### config.mk
export PLATFORM = sky130hd
export DESIGN_NAME = fetch_unit
export DESIGN_NICKNAME = d
export VERILOG_FILES = /design/src/rtl/fetch_pkg.sv /design/src/rtl/fetch_unit.sv
export SDC_FILE = /design/constraint.sdc
export NUM_CORES = 1
export LEC_CHECK = 0
export BUFFER_PORTS_ARGS = -buffer_cell sky130_fd_sc_hd__buf_2
export CAP_MARGIN = 20
export CORE_ASPECT_RATIO = 0.75
export CORE_UTILIZATION = 30
export DETAILED_ROUTE_END_ITERATION = 10
export PLACE_DENSITY_LB_ADDON = 0.05
export SYNTH_ARGS = -nofsm -noshare
export SYNTH_HDL_FRONTEND = slang
export SYNTH_SLANG_ARGS = --single-unit
### constraint.sdc
create_clock -name clk -period 2.6 [get_ports clk]
set_clock_uncertainty 0.2 [all_clocks]
set_input_delay 0.26 -clock clk [delete_from_list [all_inputs] [get_ports clk]]
set_output_delay 0.26 -clock clk [all_outputs]
set_load 0.02 [all_outputs]
### src/rtl/fetch_pkg.sv
// Shared types and constants for the instruction fetch stage.
package fetch_pkg;

  typedef enum logic [1:0] {
    IDLE = 2'd0,
    REQ  = 2'd1,
    HOLD = 2'd2
  } fetch_state_t;

  // Instruction field bit positions
  localparam int COND_HI  = 31;
  localparam int COND_LO  = 28;
  localparam int OP_HI    = 27;
  localparam int OP_LO    = 26;
  localparam int FUNCT_HI = 25;
  localparam int FUNCT_LO = 20;
  localparam int RD_HI    = 15;
  localparam int RD_LO    = 12;

  // Sequential step and architectural PC read offset
  localparam int PC_INC      = 4;
  localparam int PC_READ_OFS = 8;

endpackage

### src/rtl/fetch_unit.sv
// Instruction fetch: owns the PC, fetches over req/ack, holds the word in the
// instruction register until control consumes it, then applies any redirect.
module fetch_unit
  import fetch_pkg::*;
#(
  parameter int              ADDR_W   = 32,
  parameter logic [ADDR_W-1:0] RESET_PC = '0
) (
  input  logic              clk,
  input  logic              reset,
  output logic              imem_req,
  output logic [ADDR_W-1:0] imem_addr,
  input  logic              imem_ack,
  input  logic [31:0]       imem_rdata,
  input  logic              stall,
  input  logic              pc_src,
  input  logic [ADDR_W-1:0] branch_target,
  output logic              instr_valid,
  output logic [31:0]       instr,
  output logic [3:0]        cond,
  output logic [1:0]        op,
  output logic [5:0]        funct,
  output logic [3:0]        rd,
  output logic [ADDR_W-1:0] pc_plus8
);

  localparam logic [ADDR_W-1:0] ALIGN_MASK = ~ADDR_W'(3);
  localparam logic [ADDR_W-1:0] PC_RST     = RESET_PC & ALIGN_MASK;

  fetch_state_t      state_q, state_d;
  logic [ADDR_W-1:0] pc_q, pc_d;    // next address to fetch
  logic [ADDR_W-1:0] ipc_q, ipc_d;  // address of the presented instruction
  logic [31:0]       ir_q, ir_d;

  // State, PC and IR registers; reset abandons any in-flight request
  always_ff @(posedge clk) begin
    if (reset) begin
      state_q <= IDLE;
      pc_q    <= PC_RST;
      ipc_q   <= PC_RST;
      ir_q    <= '0;
    end else begin
      state_q <= state_d;
      pc_q    <= pc_d;
      ipc_q   <= ipc_d;
      ir_q    <= ir_d;
    end
  end

  // Next-state logic: ack only matters in REQ, redirect only on an unstalled HOLD
  always_comb begin
    state_d = state_q;
    pc_d    = pc_q;
    ipc_d   = ipc_q;
    ir_d    = ir_q;
    case (state_q)
      IDLE: state_d = REQ;
      REQ: begin
        if (imem_ack) begin
          ir_d    = imem_rdata;
          ipc_d   = pc_q;
          pc_d    = pc_q + ADDR_W'(PC_INC);
          state_d = HOLD;
        end
      end
      HOLD: begin
        if (!stall) begin
          if (pc_src) pc_d = branch_target & ALIGN_MASK;
          state_d = REQ;
        end
      end
      default: state_d = IDLE;
    endcase
  end

  // Outputs are decoded straight from registered state
  assign imem_req    = (state_q == REQ);
  assign imem_addr   = pc_q;
  assign instr_valid = (state_q == HOLD);
  assign instr       = ir_q;
  assign cond        = ir_q[COND_HI:COND_LO];
  assign op          = ir_q[OP_HI:OP_LO];
  assign funct       = ir_q[FUNCT_HI:FUNCT_LO];
  assign rd          = ir_q[RD_HI:RD_LO];
  assign pc_plus8    = ipc_q + ADDR_W'(PC_READ_OFS);

endmodule

* Word level (Yosys, flattened, before mapping)
Cells that the tools add are included.
Operators by class: reductions and logical operators 5, eq/ne operators 5, add/sub/neg operators 2, multiplexer cells 7
Operator list (count):
- $mux 32 | 3
- $pmux 32 s2 | 1
- $add 32x3->32 const B | 1
- $add 32x4->32 const B | 1
- $pmux 2 s3 | 1
- $mux 2 | 2
- $ne 2x2->1 const B | 2
- $reduce_and 2->1 | 2
- $reduce_and 4->1 | 1
- $eq 2x1->1 const B | 1
- $eq 2x2->1 const B | 1
- $logic_not 2->1 | 1
- $ne 2x1->1 const B | 1
- $reduce_bool 2->1 | 1
Word-level totals: flip-flop bits (word level) 98, output and inout port bits 114, word-level logic and storage cells 23, input port bits 69

* Longest topological paths before layout
Gate-level depths: netlist of the first run.
word-level depth 3, mapped depth 8, gate-level depth less buffers 6

* Least setup slack after synthesis of the first run
OpenSTA, ideal clock, no wires.
path kind register -> register, start point reg pc_q[2] (netlist: imem_addr[2]), end point reg pc_q[22] (netlist: imem_addr[22]), slack 246 ps, cell stages (with the launch flop) 7, data arrival time 2080 ps, path buffers 0, data required time 2326 ps, clock period less this slack 2354 ps, library setup time 74 ps, path through dfxtp_1 > ha_1 > and3_2 > nand3_2 > or3_4 > or4_1 > a31oi_1
On the way: word-level cells in the longest chain between the ends 3
RTL lines:
- from (decl) | line fetch_unit.sv:31 | logic [ADDR_W-1:0] pc_q, pc_d;
- from (signal assigned) | line fetch_unit.sv:44 | pc_q <= pc_d;
- $add 32x3->32 | line fetch_unit.sv:62 | pc_d = pc_q + ADDR_W'(PC_INC);
- $mux 32 | line fetch_unit.sv:59 | if (imem_ack) begin
- $pmux 32 s2 | line fetch_unit.sv:56 | case (state_q)
No other way between the ends. The select of a mux whose other input is x is not followed. A chain may end at the register's enable or synchronous reset.

* Worst setup path after layout of the first run
start point reg ipc_q[7], end point out pc_plus8[31]
On the way: word-level cells in the longest chain between the ends 1
RTL lines:
- from (decl) | line fetch_unit.sv:32 | logic [ADDR_W-1:0] ipc_q, ipc_d;
- from (signal assigned) | line fetch_unit.sv:45 | ipc_q <= ipc_d;
- $add 32x4->32 | line fetch_unit.sv:85 | assign pc_plus8 = ipc_q + ADDR_W'(PC_READ_OFS);
- to (decl) | line fetch_unit.sv:24 | output logic [ADDR_W-1:0] pc_plus8
No other way between the ends.

==> flow_summary.ini, run 1 <==
[worst_setup_path]
slowest_stage = dfxtp_1
crit_fanout = 8
path_class = flip-flop to primary output
path_delay_family = simple AND/OR/NAND/NOR gates
worst_ep_arrival_time_ps = 1980
critPathMaxStageDelay_ps = 400
start_kind = flip-flop
crit_buf_inv = 2
crit_path_end_kind = primary output
worstPathCellList = and4_1 -> and3_2 -> nand4_1 -> buf_4 -> nor3_2 -> xor2_1 -> buf_2
crit_required_ps = 2140

[cells_and_area]
nets = 915
diodes = 0
final_core_util_pct = 42.7
most-common-layout-cells = buf_2, nand2_1, dfxtp_1
synthToLayoutAreaGrowth_pct = 36.4
drive_gt1_share_pct = 28.3
final_cell_area_um2 = 6630
fillCellCount = 1645
layout_commonest_cell = buf_2

[timing]
max_slew.worst_pin.slew_ps = 678
max_freq_mhz = 410
timing.final.hold_violations = 0
slew_headroom_pct = 54.8
fin_crit_ps = 2440
drv_slew = 0
fin_hold_ws_ps = 14.6
post-route-period-util_pct = 93.8
finalSetupViolCount = 0

[floorplan]
initial_utilization_pct = 31.3
coreArea_um2 = 15500
die_area_um2 = 16700
placement_rows = 39
die_h_um = 112
dieWidth_um = 149
ios = 183

[logic_synthesis]
ys_seq_elements = 94
synthArstFlopShare_pct = 0
synth_cells = 650
synth_cell_type_count = 57
avgSynthCellArea_um2 = 7.47
ys_top_cells_by_area = dfxtp_1, nand2_1, a21oi_1
synthFlopType = dfxtp_1
ys_seq_area_share_pct = 38.7
syn_area_um2 = 4860
synth_top_cell_by_area = dfxtp_1
yosysTopAreaCellShare_pct = 38.7
synth_enable_flop_cells = 0
yosysWarnings = 0

[detailed_routing]
drc_errors = 0
wl_mm = 16.1
drtAntennaViolNets = 0
vias_per_cell = 5.01
wire_per_inst_um = 15.3
vias = 5280
drt_iter0_markers = 311
drt_first_pass_iters = 5

[power]
cellLeakagePower_nw = 2.83
powerDensity_nw_per_um2 = 495
peakVddDrop_mv = 0.299
finalPower_mw = 3.28

[placement]
place_congestion = 0.830
dpl.hpwl_mm = 11.4
io_buffers = 176
placed_area_um2 = 5900

[cts]
cts_buffers = 9
cts_sinks = 94
cts.path.max_buffers = 2
cts_tree = yes
ctsRootBufferMaster = clkbuf_16
clk_latency_ps = 350
clk_pin_slew_worst_paths_ps = 60
htree_levels = 3

[grt]
grt_max_degree = 65
grt_pass1_wl_mm = 25.6
grt_overflow = 0
grt_pass1_vias = 4889
track_usage_pct = 19.4
antenna_found_initial = 0

[flow_run]
cap_violations = 0

[min_path]
min_path_type = input port to flip-flop

[run_status]
status = finished clean
layer usage:
metal / share of wire, % / track usage (%)
met1: 50 / 27.7
met2: 43 / 29.2
met3: 6.4 / 4.72
met4: 1.2 / 4.83
met5: 0 / 0
logic make-up after synthesis:
group,Yosys count,share of synthesized area (%)
other,1,0.0772
buffers and inverters,72,7.57
AOI/OAI and AO/OA,143,17.3
DFF,94,38.7
and+or+nand+nor,309,30.6
muxes,2,0.412
adders and majority gates,2,0.515
xor gates and xnor gates,27,4.87
cell type report:
class	instances	area, um^2	area share [%]
timing repair buffer	247	1530	23.1
multi-input combinational	487	2640	39.8
sequential	94	1890	28.5
clock buffer	13	250	3.78
tap	205	256	3.87
inverter	5	18.8	0.283
clock inverter	3	43.8	0.661
worst reg2reg max path, cell delays in order, from the launching register on:
cell and delay (ps):
dfxtp_1 560, and3_1 260, nand3_2 130, or3_4 460, or4_1 490, a31oi_1 170
what timing repair did:
item,CTS,global route
hold buffers,40,0
setup endpoints to repair,11,15
setup buffers,1,0
endpoints found under the hold margin,40,0
pin swaps,1,0
gates resized for setup,2,9
gates cloned,0,0
state kept, by name, summed over array words and instances, names as in the netlist:
register,cells
imem_addr,30
instr,32
ipc_q,30
state_q,2
where the power goes:
| part | leakage [nW] | internal [mW] | switching (mW) |
|---|---|---|---|
| registers | 0.763 | 1.48 | 0.0359 |
| logic | 1.92 | 0.172 | 0.260 |
| clock network | 0.144 | 0.773 | 0.555 |
synth_stat cells, types with 2 or more instances:
cell type / instances
nor2b_1: 2
buf_6: 2
o21ai_0: 13
nor3_1: 13
buf_4: 21
or4_1: 5
xnor2_1: 19
mux2i_1: 2
a22o_1: 3
o211ai_1: 3
buf_1: 3
a32o_1: 3
nand3_1: 27
ha_1: 2
a311oi_1: 2
inv_1: 5
or3_1: 3
and4_1: 2
o31ai_1: 4
a211oi_1: 3
xor2_1: 8
a21oi_1: 84
nor2_1: 30
dfxtp_1: 94
and2_1: 5
a31oi_1: 13
a22oi_1: 5
nand3b_1: 2
and3_2: 2
nand4_1: 24
and3_1: 18
nand2_1: 161
buf_2: 3
nand2b_1: 2
clkbuf_1: 38
o311ai_0: 2
nand3_2: 2
final timing paths:
kind                 from             to  slack [ps]  cells after the start
min              imem_ack     state_q[0]          10                      4
max reg2reg  imem_addr[6]  imem_addr[22]         270                      5
max              ipc_q[7]   pc_plus8[31]         160                      7
min reg2reg      instr[6]       instr[6]         250                      2
metrics by stage:
stage / setup TNS [ps] / setup WS (ps) / cells
final: 0 / 162 / 1054
after global routing: -11.3 / -11.3 / 1054
after CTS: 0 / 25.7 / 1054
after detailed placement: 0 / 199 / 997
after global placement: 0 / 242 / 997
after floorplan: 0 / 246 / 653
Power figures use the tool's default switching activity.
==> inputs of run 2 (changes only) <==
- REMOVE_ABC_BUFFERS: default -> 1
==> run 2 against run 1 <==
- final area rose by 1.5%
- sequential power hardly changed
- wire length shrank 0.15%
- cell count is 0.66% higher
- first-iteration DRC count decreased by 17%
- clock-buffer cell count unchanged
- critical path depth up 1
- register-to-register slack improved by 30 ps
- utilization grew 0.64 points
- critical path type unchanged
- critical endpoint is now pc_plus8[27]
==> flow_summary.ini, run 2 (synthesis gave the netlist of run 1 again) <==
[cts]
clk_pin_slew_worst_paths_ps = 70
htree_levels = 3
ctsRootBufferMaster = clkbuf_16
cts.path.max_buffers = 2
cts_tree = yes
cts_sinks = 94
clk_latency_ps = 340
cts_buffers = 9

[worst_setup_path]
regToRegSetupSlack_ps = 300
r2r_start = imem_addr[2]
critPathMaxStageDelay_ps = 360
startpoint = ipc_q[3]
path_class = flip-flop to primary output
worst_ep_arrival_time_ps = 2060
worstPathCellList = ha_1 -> and2_1 -> and3_1 -> nand4_1 -> buf_6 -> nor3_2 -> xor2_1 -> buf_2
start_kind = flip-flop
path_delay_family = simple AND/OR/NAND/NOR gates
crit_required_ps = 2140
crit_path_end_kind = primary output
crit_buf_inv = 2
crit_fanout = 8
slowest_stage = dfxtp_2

[grt]
antenna_found_initial = 1
track_usage_pct = 19.3
grt_overflow = 0
grt_max_degree = 65
grt_pass1_vias = 4924
grt_pass1_wl_mm = 25.4

[placement]
place_congestion = 0.867
dp.cells = 1003
placed_area_um2 = 5930
io_buffers = 176
dpl.hpwl_mm = 11.1

[cells_and_area]
synthToLayoutAreaGrowth_pct = 38.4
nets = 921
layout_commonest_cell = buf_2
largest_register_ffs = 32
most-common-layout-cells = buf_2, nand2_1, dfxtp_1
drive_gt1_share_pct = 28.7
fin_cells = 1061
fillCellCount = 1598
final_cell_area_um2 = 6730

[timing]
slew_headroom_pct = 51.3
fin_crit_ps = 2520
max_slew.worst_pin.slew_ps = 731
max_freq_mhz = 397
setup_tns_ps = 0
post-route-period-util_pct = 96.8
timing.final.hold_violations = 0
drv_slew = 0
finalSetupViolCount = 0

[min_path]
min_path_type = input port to flip-flop
hold_start = branch_target[25]

[detailed_routing]
vias = 5265
drt_first_pass_iters = 4
wl_mm = 16.1
drc_errors = 0
wire_per_inst_um = 15.1
drt_iter0_markers = 258
drtAntennaViolNets = 0
vias_per_cell = 4.96

[floorplan]
dieWidth_um = 149
die_h_um = 112
initial_utilization_pct = 31.3
ios = 183
coreArea_um2 = 15500
die_area_um2 = 16700
placement_rows = 39

[flow_run]
cap_violations = 0

[power]
peakVddDrop_mv = 0.337
powerDensity_nw_per_um2 = 522
cellLeakagePower_nw = 2.89

[run_status]
status = finished clean
run 2: where the power goes:
part	leakage [nW]	switching, mW	total, mW	internal [mW]
Clock	0.170	0.566	1.56	0.994
Combinational	1.96	0.261	0.436	0.175
Sequential	0.762	0.0340	1.51	1.48
Total	2.89	0.861	3.51	2.65
run 2: area by class of cell:
cell class              instances  area [um^2]  share of cell area, %
diodes                          1         2.50                 0.0372
inverters                       5         18.8                  0.279
flip-flops and latches         94         1880                   28.0
repair buffers                253         1570                   23.3
clock inverters                 3         90.1                   1.34
well taps                     205          256                   3.81
multi-input cells             487         2640                   39.3
clock buffers                  13          260                   3.87
run 2: worst paths after layout:
kind                   end  cells after the start
max reg2reg  imem_addr[22]                      6
min reg2reg      instr[19]                      2
max           pc_plus8[27]                      8
min          imem_addr[25]                      3
run 2: metrics by stage:
stage	worst slack, ps	hold slack (ps)	utilization (%)	total power, mW
floorplan	-1230	129	-	1.73
global placement	260	239	38.2	1.93
detailed placement	170	244	38.2	1.94
CTS	0.963	18.6	43.1	3.56
global route	-76.1	28.4	43.3	3.66
finish	84.2	26.3	43.3	3.51
run 2: worst reg2reg max path: cells and delay by family, from the launching register on:
family          cells  cell delay (ps)
compound gates      1              160
fa+ha+maj           1              220
flops               1              350
simple gates        4             1300
run 2: what timing repair did:
action | 4_1_cts | 5_1_grt
resized for setup | 2 | 9
setup buffers | 0 | 1
hold buffers | 40 | 0
endpoints found under the hold margin | 40 | 0
pin swaps | 0 | 1
endpoints found under the setup margin | 9 | 16
run 2: layer usage:
layer / wire length, um / global-route usage (%)
met1: 7770 / 25.8
met2: 7260 / 31.3
met3: 858 / 4.27
met4: 167 / 4.90
met5: 0 / 0
